===== src/rtl/mux_arb_n_if.sv =====
// Bundle of the N-channel input side and the single registered output side of mux_arb_n.
// The master drives the channel data/valid and out_ready; the slave is the arbiter itself.
interface mux_arb_n_if #(
    parameter int unsigned WIDTH = 32,
    parameter int unsigned N     = 4
);
    localparam int unsigned SelW = (N > 1) ? $clog2(N) : 1;

    logic [N*WIDTH-1:0] in_data;
    logic [N-1:0]       in_valid;
    logic [N-1:0]       in_ready;
    logic [WIDTH-1:0]   out_data;
    logic               out_valid;
    logic               out_ready;
    logic [SelW-1:0]    out_sel;

    modport master (
        output in_data,
        output in_valid,
        output out_ready,
        input  in_ready,
        input  out_data,
        input  out_valid,
        input  out_sel
    );

    modport slave (
        input  in_data,
        input  in_valid,
        input  out_ready,
        output in_ready,
        output out_data,
        output out_valid,
        output out_sel
    );
endinterface


===== src/rtl/mux_arb_n.sv =====
// N-to-1 arbitrating multiplexer with a single registered output stage.
// MODE 0 is fixed priority (lowest index wins), MODE 1 is round-robin from a rotating pointer.
module mux_arb_n #(
    parameter int unsigned WIDTH = 32,
    parameter int unsigned N     = 4,
    parameter int unsigned MODE  = 0
) (
    input  logic        clock,
    input  logic        reset_n,
    mux_arb_n_if.slave  bus
);
    localparam int unsigned SelW = (N > 1) ? $clog2(N) : 1;

    logic [SelW-1:0]  ptr_q, ptr_d;
    logic [WIDTH-1:0] data_q, data_d;
    logic [SelW-1:0]  sel_q, sel_d;
    logic             valid_q, valid_d;

    logic             load_en;
    logic [SelW-1:0]  start;
    logic [SelW-1:0]  cand;
    logic [SelW-1:0]  gidx;
    logic             gany;
    logic [N-1:0]     grant;
    logic [N-1:0]     ready;
    logic [WIDTH-1:0] gdata;
    logic             xfer;

    // (base + off) mod N, valid because both operands are already below N.
    function automatic logic [SelW-1:0] wrap_add(input logic [SelW-1:0] base,
                                                 input int unsigned     off);
        int unsigned s;
        s = 32'(base) + off;
        if (s >= N) begin
            s = s - N;
        end
        return SelW'(s);
    endfunction

    assign start = (MODE == 1) ? ptr_q : '0;

    always_comb begin
        cand  = '0;
        gidx  = '0;
        gany  = 1'b0;
        grant = '0;
        for (int unsigned k = 0; k < N; k++) begin
            cand = wrap_add(start, k);
            if (!gany && bus.in_valid[cand]) begin
                gany = 1'b1;
                gidx = cand;
            end
        end
        if (gany) begin
            grant[gidx] = 1'b1;
        end
    end

    assign load_en = !valid_q || bus.out_ready;
    // Reset gates the handshake so nothing is accepted during the reset cycle.
    assign ready   = (reset_n && load_en) ? grant : '0;
    assign xfer    = |ready;
    assign gdata   = bus.in_data[32'(gidx)*WIDTH +: WIDTH];

    always_comb begin
        ptr_d   = ptr_q;
        data_d  = data_q;
        sel_d   = sel_q;
        valid_d = valid_q;
        if (xfer) begin
            valid_d = 1'b1;
            data_d  = gdata;
            sel_d   = gidx;
            if (MODE == 1) begin
                ptr_d = wrap_add(gidx, 1);
            end
        end else if (bus.out_ready) begin
            valid_d = 1'b0;
        end
    end

    always_ff @(posedge clock) begin
        if (!reset_n) begin
            ptr_q   <= '0;
            data_q  <= '0;
            sel_q   <= '0;
            valid_q <= 1'b0;
        end else begin
            ptr_q   <= ptr_d;
            data_q  <= data_d;
            sel_q   <= sel_d;
            valid_q <= valid_d;
        end
    end

    assign bus.in_ready  = ready;
    assign bus.out_data  = data_q;
    assign bus.out_sel   = sel_q;
    assign bus.out_valid = valid_q;

    a_ready_onehot: assert property (@(posedge clock) $onehot0(bus.in_ready));
    a_ready_valid:  assert property (@(posedge clock) (bus.in_ready & ~bus.in_valid) == '0);
endmodule


===== src/flat_wrapper.sv =====
// flat-port wrapper written by rule: the top's interface ports become plain ports
module mux_arb_n_flat 
#(
    parameter int unsigned WIDTH = 32,
    parameter int unsigned N     = 4,
    parameter int unsigned MODE  = 0
)
  (clock, reset_n, bus_in_data, bus_in_valid, bus_out_ready, bus_in_ready, bus_out_data, bus_out_valid, bus_out_sel);
  mux_arb_n_if #(.WIDTH(WIDTH), .N(N)) bus_i ();
  input  logic clock;
  input  logic reset_n;
  input wire logic [$bits(bus_i.in_data)-1:0] bus_in_data;
  input wire logic [$bits(bus_i.in_valid)-1:0] bus_in_valid;
  input wire logic [$bits(bus_i.out_ready)-1:0] bus_out_ready;
  output wire logic [$bits(bus_i.in_ready)-1:0] bus_in_ready;
  output wire logic [$bits(bus_i.out_data)-1:0] bus_out_data;
  output wire logic [$bits(bus_i.out_valid)-1:0] bus_out_valid;
  output wire logic [$bits(bus_i.out_sel)-1:0] bus_out_sel;
  assign bus_i.in_data = bus_in_data;
  assign bus_i.in_valid = bus_in_valid;
  assign bus_i.out_ready = bus_out_ready;
  assign bus_in_ready = bus_i.in_ready;
  assign bus_out_data = bus_i.out_data;
  assign bus_out_valid = bus_i.out_valid;
  assign bus_out_sel = bus_i.out_sel;
  mux_arb_n #(.WIDTH(WIDTH), .N(N), .MODE(MODE)) u_core (.clock(clock), .reset_n(reset_n), .bus(bus_i));
endmodule

===== config.mk =====
export PLATFORM = sky130hd
export DESIGN_NAME = mux_arb_n_flat
export DESIGN_NICKNAME = d
export VERILOG_FILES = /design/src/rtl/mux_arb_n_if.sv /design/src/rtl/mux_arb_n.sv /design/src/flat_wrapper.sv
export SDC_FILE = /design/constraint.sdc
export NUM_CORES = 1
export LEC_CHECK = 0
export BUFFER_PORTS_ARGS = -buffer_cell sky130_fd_sc_hd__clkbuf_2
export CORE_MARGIN = 2
export CORE_UTILIZATION = 39
export CTS_CLUSTER_DIAMETER = 100
export CTS_CLUSTER_SIZE = 10
export DETAILED_ROUTE_END_ITERATION = 10
export GPL_TIMING_DRIVEN = 1
export PLACE_DENSITY = 0.87
export SLEW_MARGIN = 30
export SYNTH_ARGS = -nofsm -noshare
export SYNTH_HDL_FRONTEND = slang
export SYNTH_SLANG_ARGS = --single-unit

===== constraint.sdc =====
create_clock -name clock -period 1.8 [get_ports clock]
set_input_delay 0.18 -clock clock [delete_from_list [all_inputs] [get_ports clock]]
set_output_delay 0.18 -clock clock [all_outputs]
set_load 0.02 [all_outputs]

; Yosys cells after proc, flatten, opt, wreduce, memory -nomap -nowiden
; Cells that the tools add are included.
[op_classes]
shift = 1
reduce_logical = 12
n_mux = 13
order_cmp = 2
[op_table]
columns = operator, n
row1 = 128-bit by 8-bit variable part select with 32-bit output, 1
row2 = 1-bit 2-to-1 mux, 8
row3 = 4-bit 2-to-1 mux, 2
row4 = 1-bit logical AND, 5
row5 = 1-bit zero test, 4
row6 = 2-bit 2-to-1 mux, 2
row7 = 4-bit OR reduction, 1
row8 = "2-bit by 3-bit < comparator with 1-bit output, second input constant", 1
row9 = 1-bit demux with 2-bit select, 1
row10 = "2-bit by 1-bit greater-or-equal comparator with 1-bit output, second input constant", 1
row11 = 2-bit nonzero test, 1
row12 = 1-bit logical OR, 1
[totals]
out_inout_bits = 39
reg_bits = 35
in_bits = 135
elab_cells = 31

; Depth between registers and ports, before layout
[depth]
depth_word = 18
ltp_mapped = 7
depth_no_buf = 4

; Least setup slack after synthesis
; Ideal clock, no wire load.
[synth_path]
kind = input -> register
start = input bus_in_valid[2]
end = register u_core.data_q[0] (netlist: u_core.bus.out_data[0])
path_buffers = 3
path_slack_ps = 511
stages = 7
arrival_ps = 1159
required_ps = 1670
path_cell_list = buf_4 -> nor3_1 -> or2_1 -> buf_6 -> buf_6 -> a222oi_1 -> mux2i_1
[synth_between]
elab_chain_cells = 12
[synth_rtl]
columns = item, line_no
row1 = start: declaration, flat_wrapper.sv:13  ; input wire logic [$bits(bus_i.in_valid)-1:0] bus_in_valid;
row2 = 1-bit logical AND (*), mux_arb_n.sv:49  ; if (!gany && bus.in_valid[cand]) begin
row3 = 1-bit 2-to-1 mux, mux_arb_n.sv:49
row4 = 1-bit zero test, mux_arb_n.sv:49
row5 = 1-bit logical AND, mux_arb_n.sv:49
row6 = 2-bit 2-to-1 mux, mux_arb_n.sv:49
row7 = 2-bit by 3-bit < comparator with 1-bit output (implied by the code) / 2-bit by 1-bit greater-or-equal comparator with 1-bit output (equally long branches), mux_arb_n.sv:55  ; grant[gidx] = 1'b1;
row8 = 1-bit logical AND (implied by the code), mux_arb_n.sv:55
row9 = 1-bit 2-to-1 mux (implied by the code), mux_arb_n.sv:55
row10 = 1-bit demux with 2-bit select, n/a
row11 = 4-bit 2-to-1 mux, mux_arb_n.sv:54  ; if (gany) begin
row12 = 4-bit 2-to-1 mux, mux_arb_n.sv:61  ; assign ready = (reset_n && load_en) ? grant : '0;
row13 = 4-bit OR reduction, mux_arb_n.sv:62  ; assign xfer = |ready;
row14 = end signal: assignment, mux_arb_n.sv:90  ; data_q <= data_d;
row15 = end: declaration, mux_arb_n.sv:15  ; logic [WIDTH-1:0] data_q, data_d;
; Every way passes the cells marked *; elsewhere a longest branch is shown, timed or not.
; A chain may end at the register's enable or synchronous reset.

; Worst setup path in the final report
[layout_path]
start = register u_core.valid_q (netlist: u_core.bus.out_valid)
end = output bus_in_ready[3]
[layout_between]
elab_chain_cells = 4
[layout_rtl]
columns = item, line_no
row1 = start: declaration, mux_arb_n.sv:17  ; logic valid_q, valid_d;
row2 = start signal: assignment, mux_arb_n.sv:92  ; valid_q <= valid_d;
row3 = 1-bit zero test, mux_arb_n.sv:59  ; assign load_en = !valid_q || bus.out_ready;
row4 = 1-bit logical OR, mux_arb_n.sv:59
row5 = 1-bit logical AND, mux_arb_n.sv:61
row6 = 4-bit 2-to-1 mux, mux_arb_n.sv:61
row7 = end: declaration, flat_wrapper.sv:15  ; output wire logic [$bits(bus_i.in_ready)-1:0] bus_in_ready;
; Every way passes these cells.

==> reports/summary.txt <==
TritonCTS clock tree: done
N_diodes: 0
Post-synthesis mux area share: 15.6%
Seq/Total Area, Yosys: 34.1%
Yosys cell types: 23
HP Class: primary input to flip-flop
Largest stage delay, worst path: 0.31 ns
Hpwl dp: 5350 um
Fmax: 0.655 GHz
Final Hold Vio Count: 0
R2r startpoint: u_core.bus.out_valid
CTS H-Tree Depth: 2
Remaining global-route overflow: 0
Worst path slowest cell: dfxtp_1
Most common cell after layout, fill and taps aside: clkbuf_2
Routed len/inst: 15.2 um
NumNets Final: 513
Unrepaired setup endpoints after global routing: no
Core outline area: 5110 sq um
Hold path depth: 3
WS Path Type: flip-flop to output port
First-pass GRT wire length: 10900 um
Postcts setup bufs: 0
Max-cap violations: 0
Tmin final: 1.53 ns
Synthesized cell area: 2050 sq um
Cts bufs inserted: 5
Power density cells: 726 nW/um^2
Layout cells sized above 1: 52.0%
Post-synthesis xor/xnor area fraction: 0%
Number of hold buffers added after cts: 0
Pre-Repair DR Iteration Count: 8
Crit-path max FO: 5
Crit path capture type: output port
Most frequent cells in the layout: clkbuf_2, dfxtp_1, nand2_1
Row Count: 26
Mapped Cells: 211
Setup WS pre-CTS: 0.281 ns
Final setup fails: 0
R2R Path End: u_core.bus.out_data[8]
I/O Buffers: 173
Number of primary I/O pins: 174
Cts repair resizes: 0
Vias/cell: 5.54
Largest net degree at the start of global routing: 23
Tcrit/Tclk final: 84.8%
Main combinational cell family by area after synthesis: compound AO/OA/AOI/OAI gates
Final Max Slew Viols: 0
Iter 0 DRT Violations: 209
Worst-Margin Slew: 0.473 ns
CTS Buffer Depth: 2
Hold Crit Start: bus_in_data[57]
Worst-Skew Late Latency: 0.27 ns
Total negative slack: 0 ns
Number of remaining DRC errors: 0
Synth Area in Compound Gates: 31.9%
Slew headroom: 68.5%
VDD IR-drop max: 0.410 mV
Synth Area in Adders: 0%
WHS Endpoint: u_core.bus.out_data[25]
Worst r2r path cells: 4
Clock sink count: 35
Placer Congestion: 0.778
CP required: 1.62 ns
Worst path arrival time: 1.35 ns
Yosys warns: 0
Die Y: 76.6 um
DIE AREA: 5860 sq um
GR Util All Layers: 22.6%
WL final: 6840 um
Final worst slack: 0.273 ns
Synth Area in Simple Gates: 10.6%
DIE WIDTH: 76.6 um
Crit-path cells: nand2b_1 -> and2_1 -> and3_1 -> clkbuf_2
Pleak: 1.65 nW
Vias in the first global route: 2362
Worst R2R Setup Slack: 0.53 ns
Critical Path Source Type: flip-flop
Total number of vias: 2487
Clock-pin slew on the worst setup and hold paths: 0.07 ns
Syn avg cell area: 9.73 sq um
Syn Nets: 346
CTS Root Cell: clkbuf_8
Starting Density: 40.2%
DRT antenna net count: 0
Skew final: 0.00313 ns
Synth Register Bits: 35
Initial antenna violation count: 0
Area Overhead vs Synth: 48.5%
Status: finished, final reports clean
[through the flow]
stage,utilization (%),cell area [sq um],hold WS [ns],cells,total power [mW]
after CTS,59.7,3050,0.198,449,2.24
after floorplan,-,2050,0.359,211,1.33
after global placement,57.7,2950,0.441,441,1.60
after detailed placement,57.7,2950,0.450,441,1.62
final,59.7,3050,0.210,449,2.21
after global routing,59.7,3050,0.210,449,2.33
[sequential cells by signal (all words and copies together), names as in the netlist]
name / cells
u_core.bus.out_data: 32
u_core.bus.out_sel: 2
u_core.bus.out_valid: 1
[where the power goes]
| part | switching [mW] | total, mW | internal, mW |
|---|---|---|---|
| clock | 0.259 | 0.608 | 0.349 |
| combinational | 0.374 | 0.704 | 0.330 |
| sequential | 0.0414 | 0.902 | 0.861 |
[synthesized netlist by cell type, drive strengths merged]
| library cell | count | area [sq um] |
|---|---|---|
| buf | 13 | 111 |
| a22oi | 1 | 7.51 |
| o311ai | 1 | 26.3 |
| mux2i | 32 | 320 |
| a21boi | 2 | 15.0 |
| and2 | 1 | 6.26 |
| a22o | 32 | 280 |
| and2b | 1 | 7.51 |
| or2 | 2 | 15.0 |
| nor3 | 2 | 10.0 |
| nand2 | 34 | 128 |
| dfxtp | 35 | 701 |
| nand2b | 1 | 6.26 |
| or3 | 1 | 6.26 |
| o21ai | 1 | 5.00 |
| a222oi | 32 | 320 |
| clkbuf | 13 | 48.8 |
| nor2b | 1 | 6.26 |
| nor2 | 2 | 7.51 |
| and3 | 4 | 25.0 |
[cells by family after synthesis]
kind of cell,Yosys count
DFF,35
AOI/OAI and AO/OA,69
buffers and inverters,26
and+or+nand+nor,49
muxes,32
[area by class of cell]
cell class,instances,area [sq um]
fill,459,2060
multi-input combinational,150,1200
timing repair buffer,186,963
sequential,35,701
clock buffer,8,100
tap,70,87.6
[critical path: cells and delay by family, from the launching register on]
family                 cells  cell delay (ns)
buffers and inverters      1             0.17
DFF                        1             0.31
and+or+nand+nor            3             0.59
[worst max-delay path by stage]
stage                          from                      end  slack [ns]  depth (start not counted)
6_report       u_core.bus.out_valid          bus_in_ready[3]        0.27                          4
5_1_grt        u_core.bus.out_valid          bus_in_ready[3]        0.20                          4
4_1_cts        u_core.bus.out_valid          bus_in_ready[3]        0.28                          4
3_5_place_dp        bus_in_valid[2]   u_core.bus.out_data[2]        0.28                          6
3_3_place_gp        bus_in_valid[1]  u_core.bus.out_data[22]        0.35                          5
2_1_floorplan       bus_in_valid[2]   u_core.bus.out_data[0]        0.51                          7
[routing by layer]
layer | share of wire, % | vias to the layer above | wire, um | GRT usage (%)
met5 | 0 | - | 0 | 0
met1 | 38 | 1163 | 2580 | 24.3
li1 | - | 1183 | - | -
met3 | 8.8 | 6 | 601 | 6.28
met2 | 53 | 135 | 3600 | 42.7
met4 | 0.80 | 0 | 55 | 6.36
Note: power is estimated with default switching activity, not from simulation.
